`src/rtl/tanh_fx_pkg.sv`:
```
`default_nettype none
// ============================================================================
// tanh_fx_pkg : fixed-point (x1e8) constants and segment codes for the PWL tanh
// Rev 1.0
// ============================================================================
package tanh_fx_pkg;

  localparam logic [32:0] SCALE  = 33'd100_000_000;
  localparam logic [32:0] BP_LIN = 33'd50_000_000;
  localparam logic [32:0] BP_MID = 33'd85_000_000;
  localparam logic [32:0] BP_HI  = SCALE;

  localparam logic [31:0] OFF_MID = 32'd25_000_000;
  localparam logic [31:0] OFF_HI  = 32'd70_000_000;

  typedef enum logic [1:0] {
    LIN = 2'd0,
    MID = 2'd1,
    HI  = 2'd2,
    SAT = 2'd3
  } seg_e;

  // 33-bit magnitude so that -2^31 yields +2^31 instead of wrapping
  function automatic logic [32:0] abs33(input logic [31:0] y);
    return y[31] ? (33'd0 - {1'b1, y}) : {1'b0, y};
  endfunction

endpackage
`default_nettype wire

```
`src/rtl/atanh_pwl_seg.sv`:
```
`default_nettype none
// ============================================================================
// atanh_pwl_seg : classifies |y| into the inverse-PWL segment
// Rev 1.0
// ============================================================================
module atanh_pwl_seg
  import tanh_fx_pkg::*;
(
  input  logic [32:0] abs_y,
  output seg_e        seg
);

  always_comb begin
    seg = SAT;
    if (abs_y <= BP_LIN)      seg = LIN;
    else if (abs_y <= BP_MID) seg = MID;
    else if (abs_y <= BP_HI)  seg = HI;
  end

endmodule
`default_nettype wire

```
`src/rtl/atanh_pwl.sv`:
```
`default_nettype none
// ============================================================================
// atanh_pwl : two-stage valid/ready inverse of the PWL tanh (x1e8 fixed point)
// Optional out_sat flag enabled by macro ATANH_PWL_SAT_FLAG_EN.  Rev 1.0
// ============================================================================
module atanh_pwl
  import tanh_fx_pkg::*;
#(
  parameter logic [31:0] OUT_SAT_POS = 32'h7FFF_FFFF,
  parameter logic [31:0] OUT_SAT_NEG = 32'h8000_0000
) (
  input  logic               clk,
  input  logic               rst_n,
  input  logic               in_valid,
  output logic               in_ready,
  input  logic signed [31:0] in_y,
  output logic               out_valid,
  input  logic               out_ready,
`ifdef ATANH_PWL_SAT_FLAG_EN
  output logic               out_sat,
`endif
  output logic signed [31:0] out_x
);

  logic        rdy_en_q, rdy_en_d;
  logic        s1_valid_q, s1_valid_d;
  logic        s1_neg_q, s1_neg_d;
  logic [31:0] s1_abs_q, s1_abs_d;
  seg_e        s1_seg_q, s1_seg_d;
  logic        out_valid_q, out_valid_d;
  logic [31:0] out_x_q, out_x_d;
`ifdef ATANH_PWL_SAT_FLAG_EN
  logic        out_sat_q, out_sat_d;
`endif

  logic [32:0] abs_in;
  seg_e        seg_in;
  logic        s2_adv, s1_adv, in_fire;
  logic [31:0] mag, res;

  assign abs_in = abs33(in_y);

  atanh_pwl_seg u_seg (
    .abs_y (abs_in),
    .seg   (seg_in)
  );

  // A stage may take new data when its slot is empty or its content leaves
  assign s2_adv   = !out_valid_q || out_ready;
  assign s1_adv   = !s1_valid_q || s2_adv;
  assign in_ready = rdy_en_q && s1_adv;
  assign in_fire  = in_valid && in_ready;

  always_comb begin
    mag = s1_abs_q;
    case (s1_seg_q)
      LIN:     mag = s1_abs_q;
      MID:     mag = (s1_abs_q - OFF_MID) << 1;
      HI:      mag = (s1_abs_q - OFF_HI) << 3;
      default: mag = 32'd0;
    endcase
    res = s1_neg_q ? (32'd0 - mag) : mag;
    if (s1_seg_q == SAT) res = s1_neg_q ? OUT_SAT_NEG : OUT_SAT_POS;
  end

  always_comb begin
    rdy_en_d    = 1'b1;
    s1_valid_d  = s1_valid_q;
    s1_neg_d    = s1_neg_q;
    s1_abs_d    = s1_abs_q;
    s1_seg_d    = s1_seg_q;
    out_valid_d = out_valid_q;
    out_x_d     = out_x_q;
`ifdef ATANH_PWL_SAT_FLAG_EN
    out_sat_d   = out_sat_q;
`endif
    if (s1_adv) s1_valid_d = in_fire;
    if (in_fire) begin
      s1_neg_d = in_y[31];
      s1_abs_d = abs_in[31:0];
      s1_seg_d = seg_in;
    end
    if (s2_adv) begin
      out_valid_d = s1_valid_q;
      if (s1_valid_q) begin
        out_x_d   = res;
`ifdef ATANH_PWL_SAT_FLAG_EN
        out_sat_d = (s1_seg_q == SAT);
`endif
      end
    end
  end

  always_ff @(posedge clk) begin
    if (!rst_n) begin
      rdy_en_q    <= 1'b0;
      s1_valid_q  <= 1'b0;
      s1_neg_q    <= 1'b0;
      s1_abs_q    <= 32'd0;
      s1_seg_q    <= LIN;
      out_valid_q <= 1'b0;
      out_x_q     <= 32'd0;
`ifdef ATANH_PWL_SAT_FLAG_EN
      out_sat_q   <= 1'b0;
`endif
    end else begin
      rdy_en_q    <= rdy_en_d;
      s1_valid_q  <= s1_valid_d;
      s1_neg_q    <= s1_neg_d;
      s1_abs_q    <= s1_abs_d;
      s1_seg_q    <= s1_seg_d;
      out_valid_q <= out_valid_d;
      out_x_q     <= out_x_d;
`ifdef ATANH_PWL_SAT_FLAG_EN
      out_sat_q   <= out_sat_d;
`endif
    end
  end

  assign out_valid = out_valid_q;
  assign out_x     = out_x_q;
`ifdef ATANH_PWL_SAT_FLAG_EN
  assign out_sat   = out_sat_q;
`endif

endmodule
`default_nettype wire

```
`config.mk`:
```
export PLATFORM = sky130hd
export DESIGN_NAME = atanh_pwl
export DESIGN_NICKNAME = d
export VERILOG_FILES = /design/src/rtl/tanh_fx_pkg.sv /design/src/rtl/atanh_pwl_seg.sv /design/src/rtl/atanh_pwl.sv
export SDC_FILE = /design/constraint.sdc
export NUM_CORES = 1
export LEC_CHECK = 0
export CAP_MARGIN = 20
export CORE_ASPECT_RATIO = 0.7
export CORE_MARGIN = 3
export CORE_UTILIZATION = 50
export DETAILED_ROUTE_END_ITERATION = 12
export PLACE_DENSITY = 0.72
export RECOVER_POWER = 100
export SETUP_SLACK_MARGIN = 0.4
export SLEW_MARGIN = 15
export SYNTH_ARGS = -nofsm -noshare
export SYNTH_HDL_FRONTEND = slang
export SYNTH_SLANG_ARGS = --single-unit
export TNS_END_PERCENT = 10
```
`constraint.sdc`:
```
create_clock -name clk -period 5 [get_ports clk]
set_input_delay 1 -clock clk [delete_from_list [all_inputs] [get_ports clk]]
set_output_delay 1 -clock clk [all_outputs]
set_load 0.02 [all_outputs]
```
After elaboration in Yosys (flattened, before gate mapping) --
Index checks and enable logic that the tools add are counted.
Cells by class: add/subtract/negate cells 4, reduce and logical (&&, ||, !) cells 8, mux-type cells 9, order comparisons 3, equal/unequal tests 3
Operators with widths (count):
- 2-to-1 mux 32 bit | 3
- case mux 32 bit (3 select lines) | 1
- less-or-equal comparator 33 x 27 -> 1 bit, second input constant | 2
- less-or-equal comparator 33 x 26 -> 1 bit, second input constant | 1
- 2-to-1 mux 33 bit | 1
- subtractor 1 x 33 -> 33 bit, first input constant | 1
- subtractor 1 x 32 -> 32 bit, first input constant | 1
- subtractor 31 x 25 -> 31 bit, second input constant | 1
- subtractor 29 x 27 -> 29 bit, second input constant | 1
- == test 2 bit, second input constant | 2
- 2-to-1 mux 2 bit | 2
- == test 2 x 1 -> 1 bit, second input constant | 1
- logical AND 1 bit | 2
- zero test 1 bit | 2
- zero test 2 bit | 1
- logical OR 1 bit | 2
- 2-to-1 mux 1 bit | 2
- AND reduction 2 bit | 1
Storage, ports and cells: register bits 70, output and inout bits 34, word-level logic and storage cells 34, input port bits 36

Depth between registers and ports, before layout --
Gate-level depths: netlist of run 1.
depth in word-level cells 6, mapped depth 15

Modules after synthesis --
A second synthesis of run 1 with hierarchy kept.
Unflattened totals: cells, all modules 908, area, all modules 6601.3 um^2
By module, submodules not included:
- atanh_pwl | cells an instance 857, instances 1, area each 6237.2 um^2
- atanh_pwl_seg | cells an instance 51, instances 1, area each 364.1 um^2

Least setup slack after synthesis of run 1 --
Ideal clock, no wire load.
path kind register to register, start reg s1_seg_q[1], end reg out_x_q[24], in the netlist out_x[24], required time 4868 ps, period minus slack after synthesis 3907 ps, arrival time 3775 ps, setup slack 1093 ps, stages on the path, launching flop included 15, path through dfxtp_1 clkbuf_1 clkbuf_1 buf_1 clkbuf_1 a21o_1 ha_1 o21ai_0 nor4_1 nand4_1 nor3_1 nand3_1 o311a_1 o211ai_1 a21oi_1
On the way: cells in the longest elaborated chain, start to end 5
RTL lines:
- from (decl) | line atanh_pwl.sv:29 | seg_e s1_seg_q, s1_seg_d;
- from (signal assigned) | line atanh_pwl.sv:111 | s1_seg_q <= s1_seg_d;
- == test 2 bit (tied with other cells) | line atanh_pwl.sv:56 | case (s1_seg_q)
- case mux 32 bit (3 select lines) | line atanh_pwl.sv:56
- subtractor 1 x 32 -> 32 bit | line atanh_pwl.sv:62 | res = s1_neg_q ? (32'd0 - mag) : mag;
- 2-to-1 mux 32 bit | line atanh_pwl.sv:62
- 2-to-1 mux 32 bit * | line atanh_pwl.sv:63 | if (s1_seg_q == SAT) res = s1_neg_q ? OUT_SAT_NEG : OUT_SAT_POS;
- to (signal assigned) | line atanh_pwl.sv:113 | out_x_q <= out_x_d;
- to (decl) | line atanh_pwl.sv:31 | logic [31:0] out_x_q, out_x_d;
Mark *: on every way between the ends. The rest lies on a longest branch, timed or not. A chain may end at the register's enable or synchronous reset.

Final worst setup path of run 1 --
start in in_y[3], end reg s1_seg_q[0]
On the way: cells in the longest elaborated chain, start to end 6
RTL lines:
- from (decl) | line atanh_pwl.sv:16 | input logic signed [31:0] in_y,
- subtractor 1 x 33 -> 33 bit | line tanh_fx_pkg.sv:25 | return y[31] ? (33'd0 - {1'b1, y}) : {1'b0, y};
- 2-to-1 mux 33 bit * | line tanh_fx_pkg.sv:25
- less-or-equal comparator 33 x 27 -> 1 bit | line atanh_pwl_seg.sv:17 | else if (abs_y <= BP_HI) seg = HI;
- 2-to-1 mux 1 bit | line atanh_pwl_seg.sv:17
- 2-to-1 mux 2 bit | line atanh_pwl_seg.sv:16 | else if (abs_y <= BP_MID) seg = MID;
- 2-to-1 mux 2 bit * | line atanh_pwl_seg.sv:15 | if (abs_y <= BP_LIN) seg = LIN;
Marks and branches as above.

==> results of run 1 <==
power breakdown:
| group | internal, W | switching, W |
|---|---|---|
| clock | 0.000361 | 0.000241 |
| sequential | 0.000590 | 0.0000603 |
| combinational | 0.000244 | 0.000391 |
metal layers:
layer / vias to the layer above / wire, um
met3: 27 / 2040
li1: 3620 / -
met2: 345 / 8310
met5: - / 0
met1: 3436 / 10200
met4: 0 / 208
cells in the final DEF, fill, tap and decap left out, drive strengths merged, types with 32 or more instances in the layout:
master       synthesis  layout
dfxtp               70      70
a211oi              40      40
o21ai               61      61
a21oi               71      71
nor2               107     107
nor3                41      41
xor2                33      33
dlygate4sd3          0      38
xnor2               32      32
nand2               74      74
worst reg2reg max path, cell delays in order, from the launching register on:
cell and delay, ns:
dfxtp_1 0.54, inv_1 0.15, ha_1 0.20, a21boi_0 0.59, a211oi_2 0.16, buf_4 0.21, mux2i_1 0.17, o221ai_1 0.32
a2111oi_2 0.64, nand3_1 0.33, nor4_1 0.44, mux2i_1 0.25, a31oi_1 0.10
sequential cells by signal, indices dropped and copies added (netlist names):
name        flops
s1_abs_q       32
s1_seg_q        2
s1_valid_q      1
s1_neg_q        1
out_x          32
rdy_en_q        1
out_valid       1
stage by stage:
| stage | util, % | setup slack, ns | hold WS, ns |
|---|---|---|---|
| 2_1_floorplan | - | 1.09 | 0.455 |
| 3_3_place_gp | 57.4 | 0.483 | 0.445 |
| 3_5_place_dp | 57.4 | 0.439 | 0.451 |
| 4_1_cts | 59.6 | 0.751 | 0.460 |
| 5_1_grt | 59.3 | 0.285 | 0.478 |
| 6_report | 59.3 | 0.433 | 0.451 |
kinds of logic (layout without fill, tap and decap cells):
family                     count (synthesis)  count (layout)  synth area share (%)
AOI/OAI and AO/OA                        301             301                  30.7
xor gates and xnor gates                  65              65                  8.57
adders and majority gates                  6               6                  1.10
buffers and inverters                    107             132                  6.11
DFF                                       70              70                  20.6
muxes                                     27              27                  3.98
and+or+nand+nor                          379             379                  29.0
layout make-up:
type	count	share of cell area [%]
inverter	23	1.10
sequential	70	17.9
timing repair buffer	93	10.9
clock buffer	11	3.22
multi-input combinational	778	63.5
clock inverter	5	0.431
tap	185	2.95
worst paths after layout:
check | depth (start not counted) | start | slack (ns) | to
worst max-delay path | 10 | in_y[3] | 0.43 | s1_seg_q[0]
worst min register to register | 2 | out_x[13] | 0.45 | out_x[13]
worst max register to register | 12 | s1_abs_q[8] | 0.77 | out_x[26]
worst min-delay path | 2 | out_x[13] | 0.45 | out_x[13]
==> flow_summary.toml, run 1 <==
[run_status]
status = "finished, violations left"
violations = "capacitance limit, slew limit"

[floorplanning]
initial_utilization_pct = 51.5
coreArea_um2 = 13200
die_h_um = 104
die-area_um2 = 15100
die_w_um = 146
row_count = 35
pin_count = 70

[clocking]
post-cts-setup-buffers = 0
cts_buffers = 9
cts_resized = 0
htree_num_levels = 3
cts_tree = "done"
clockRootBuffer = "clkbuf_16"
clock_path_buffers = 2
path_clk_slew_ns = 0.05
hold_buffers = 0
insertion_delay_ns = 0.34
numClockSinks = 70

[sta]
slew_headroom_pct = -25.6
fmaxAchievable_ghz = 0.219
drv_slew = 61
clock_skew_ns = 0.00682
post-route-period-util_pct = 91.3
layout_min_cycle_time_ns = 4.57
hold_viol_final = 0
rsz0062_at_grt = "no"
worst_slew_pin_slew_ns = 1.88
tns_ns = 0
final-setup-viol-count = 0

[detailed_routing]
postRouteAntennaNets = 0
drtPass1Iterations = 6
wl_per_cell_um = 17.9
first_iter_violations = 827
vias = 7428
avgViaCountPerCell = 6.38
route.detailed.drc = 0
routed_wl_um = 20800

[worst_setup_path]
cpMostUsedCell = "or4_1"
crit_required_ns = 5.22
end_kind = "flop"
cp_max_fo = 16
worst-setup-path-type = "in -> reg"
cp_data_arrival_time_ns = 4.79
cp-start-kind = "input port"
crit_chain = "dlygate4sd3_1 > or4_1 > or4_1 > o41ai_4 > xor2_1 > and3_1 > nand4_1 > nor3_1 > o22ai_1 > a41o_1"
slowest_delay_ns = 0.74
path_buf_inv = 1
critical_path.top_delay_family = "simple AND/OR/NAND/NOR gates"
cp_slowest_cell = "or4_1"

[cells_and_area]
instances_no_fill = 1165
fill_cells = 1271
final_area_um2 = 7850
layout-drive-gt1-share_pct = 6.12
regArea_um2 = 1400
fin_nets = 1017
multi_input_area_um2 = 4980
area_growth_pct = 15.1
diodes = 0

[synthesis]
ys.flop_type = "dfxtp_1"
yosysSeqAreaShare_pct = 20.6
synth.largest_area_cell = "dfxtp_1"
synth_top_area_share_pct = 20.6
yosysUniqueCellTypes = 84
synth_edf_count = 0
ys_ff_latch = 70
synthTopCellsByCount = "nor2_1 (107), nand2_1 (74), a21oi_1 (71)"
yosys_warnings = 0
synth_area_leaders = "dfxtp_1 (21%), nor2_1 (5.9%), a21oi_1 (5.2%), o21ai_0 (4.3%), a211oi_1 (4.2%)"
netlist_instances = 955
synthMostInstantiatedCell = "nor2_1"
syn_nets = 997
synth_area_um2 = 6820
async_reset_ff_share_pct = 0
syn_avg_cell_area_um2 = 7.14

[flow_run]
cap_violations = 1

[global_route]
antenna_found_initial = 0
globalRouteOverflowTotal = 0
grtUsageMet2_pct = 36.8
grt_usage_pct = 26.9
use_met1_pct = 42.4
grt_pass1_wl_um = 34000
grt_max_degree = 61
grt_pass1_vias = 6541
grt_use_met3_pct = 6.38
busiest_layer = "met1"

[worst_hold_path]
min_path_type = "reg -> reg"

[place]
dp_cells = 1148
routabilityCongestion = 0.977
dpl_cell_area_um2 = 7590
io_buffers = 69
dp_hpwl_um = 15500

[power]
power_density_nw_per_um2 = 241
p_leak_nw = 2.76
finalPower_w = 0.00189
peakVddDrop_mv = 0.184
No activity file was read; power rests on OpenSTA's default activity.
==> run 2: changes to the inputs <==
- GPL_ROUTABILITY_DRIVEN: not set -> 0
==> flow_summary.toml, run 2 (same netlist as run 1, synthesis figures left out) <==
[worst_setup_path]
cp-start-kind = "input port"
end_kind = "flop"
r2r_end = "out_x[26]"
r2r-start = "s1_abs_q[7]"
cp_max_fo = 11
cp_data_arrival_time_ns = 4.71
crit_required_ns = 5.24
worst-setup-path-type = "in -> reg"
cp-startpoint = "in_y[7]"
ff2ff_setup_slack_ns = 0.68
reg2reg_depth = 11

[global_route]
grt_pass1_vias = 6459
antenna_found_initial = 0
grt_max_degree = 61
grt_usage_pct = 26.4
globalRouteOverflowTotal = 0
grt_pass1_wl_um = 33700

[sta]
holdWs_ns = 0.451
worst_slew_pin_slew_ns = 1.91
drv_slew = 61
clock_skew_ns = 0.00557
tns_ns = 0
rsz0062_at_grt = "no"
slew_headroom_pct = -27.0
post-route-period-util_pct = 89.5
final-setup-viol-count = 0
layout_min_cycle_time_ns = 4.48
fmaxAchievable_ghz = 0.223
hold_viol_final = 0

[detailed_routing]
vias = 7371
avgViaCountPerCell = 6.35
first_iter_violations = 888
postRouteAntennaNets = 0
route.detailed.drc = 0
drtPass1Iterations = 5
wl_per_cell_um = 17.6
routed_wl_um = 20500

[cells_and_area]
area_growth_pct = 15.0
postLayoutCoreUtil_pct = 59.3
regArea_um2 = 1400
layout_commonest_cell = "nor2_1"
multi_input_area_um2 = 4980
layout_common_cells = "nor2_1 (107), nand2_1 (74), a21oi_1 (71)"
layout-drive-gt1-share_pct = 5.84
fill_cells = 1273
fin_nets = 1013
diodes = 0
final_area_um2 = 7840

[clocking]
clock_path_buffers = 2
cts_resized = 0
insertion_delay_ns = 0.34
cts_tree = "done"
cts_buffers = 9
post-cts-setup-buffers = 0
hold_buffers = 0
clockRootBuffer = "clkbuf_16"
path_clk_slew_ns = 0.06
numClockSinks = 70
htree_num_levels = 3

[power]
peakVddDrop_mv = 0.184
p_leak_nw = 2.75
power_density_nw_per_um2 = 251

[floorplanning]
coreArea_um2 = 13200
row_count = 35
initial_utilization_pct = 51.5
pin_count = 70
die-area_um2 = 15100
die_h_um = 104
die_w_um = 146

[run_status]
status = "finished, violations left"
violations = "capacitance limit, slew limit"

[place]
io_buffers = 69
dp_hpwl_um = 15200
dpl_cell_area_um2 = 7560

[worst_hold_path]
min_to = "out_x[13]"
worstHoldPathCells = 2
min_path_type = "reg -> reg"
min_from = "out_x[13]"

[flow_run]
cap_violations = 1
-- run 2: cell types whose count changed in the layout (fill, tap and decap cells not counted), sizes merged --
cell	previous run	this run
clkdlybuf4s50	30	29
bufinv	0	2
buf	19	16
clkbuf	17	14
dlygate4sd3	38	39
inv	22	23
clkinv	4	3
-- run 2: worst max-delay path: stages --
cell	delay [ns]
dlygate4sd3_1	0.63
or4_1	0.69
or4_1	0.73
o41ai_4	0.34
xor2_1	0.40
and3_1	0.28
nand4_1	0.11
nor3_1	0.22
o22ai_1	0.09
a41o_1	0.22
-- run 2: per-layer routing --
metal | GRT usage (%) | up-vias | routed length, um
met5 | 0 | - | 0
met4 | 4.54 | 0 | 204
met3 | 6.03 | 18 | 2170
met2 | 36.3 | 313 | 8160
met1 | 41.6 | 3421 | 9910
li1 | - | 3619 | -
-- run 2: cell type report --
class	instances	share of cell area [%]
multi-input combinational	778	63.5
sequential	70	17.9
timing repair buffer	89	10.4
tap	185	2.95
clock buffer	9	2.87
clock inverter	7	1.25
inverter	23	1.10
-- run 2: where the power goes --
part           internal [W]  switching (W)  total (W)
clock              0.000438       0.000258   0.000696
combinational      0.000241       0.000383   0.000624
sequential         0.000590      0.0000608   0.000651
total               0.00127       0.000702    0.00197
-- run 2: how the worst max path moves through the flow --
stage | to | slack, ns | cells after the start
floorplan | out_x[24] | 1.09 | 14
global placement | s1_seg_q[0] | 0.54 | 10
detailed placement | s1_seg_q[0] | 0.46 | 10
CTS | s1_seg_q[0] | 0.80 | 10
global route | s1_seg_q[0] | 0.31 | 10
finish | s1_seg_q[0] | 0.52 | 10
-- run 2: through the flow --
stage          worst slack, ns  power [W]  instances
4_1_cts                  0.803    0.00197       1161
3_3_place_gp             0.545    0.00128       1145
2_1_floorplan             1.09    0.00109        955
6_report                 0.525    0.00197       1161
3_5_place_dp             0.456    0.00128       1145
5_1_grt                  0.310    0.00207       1161
==> run 3: changes to the inputs <==
- SLEW_MARGIN: 15 -> 20
==> results of run 3 <==
No change in the layout: final DEF, timing and power equal those of run 2.
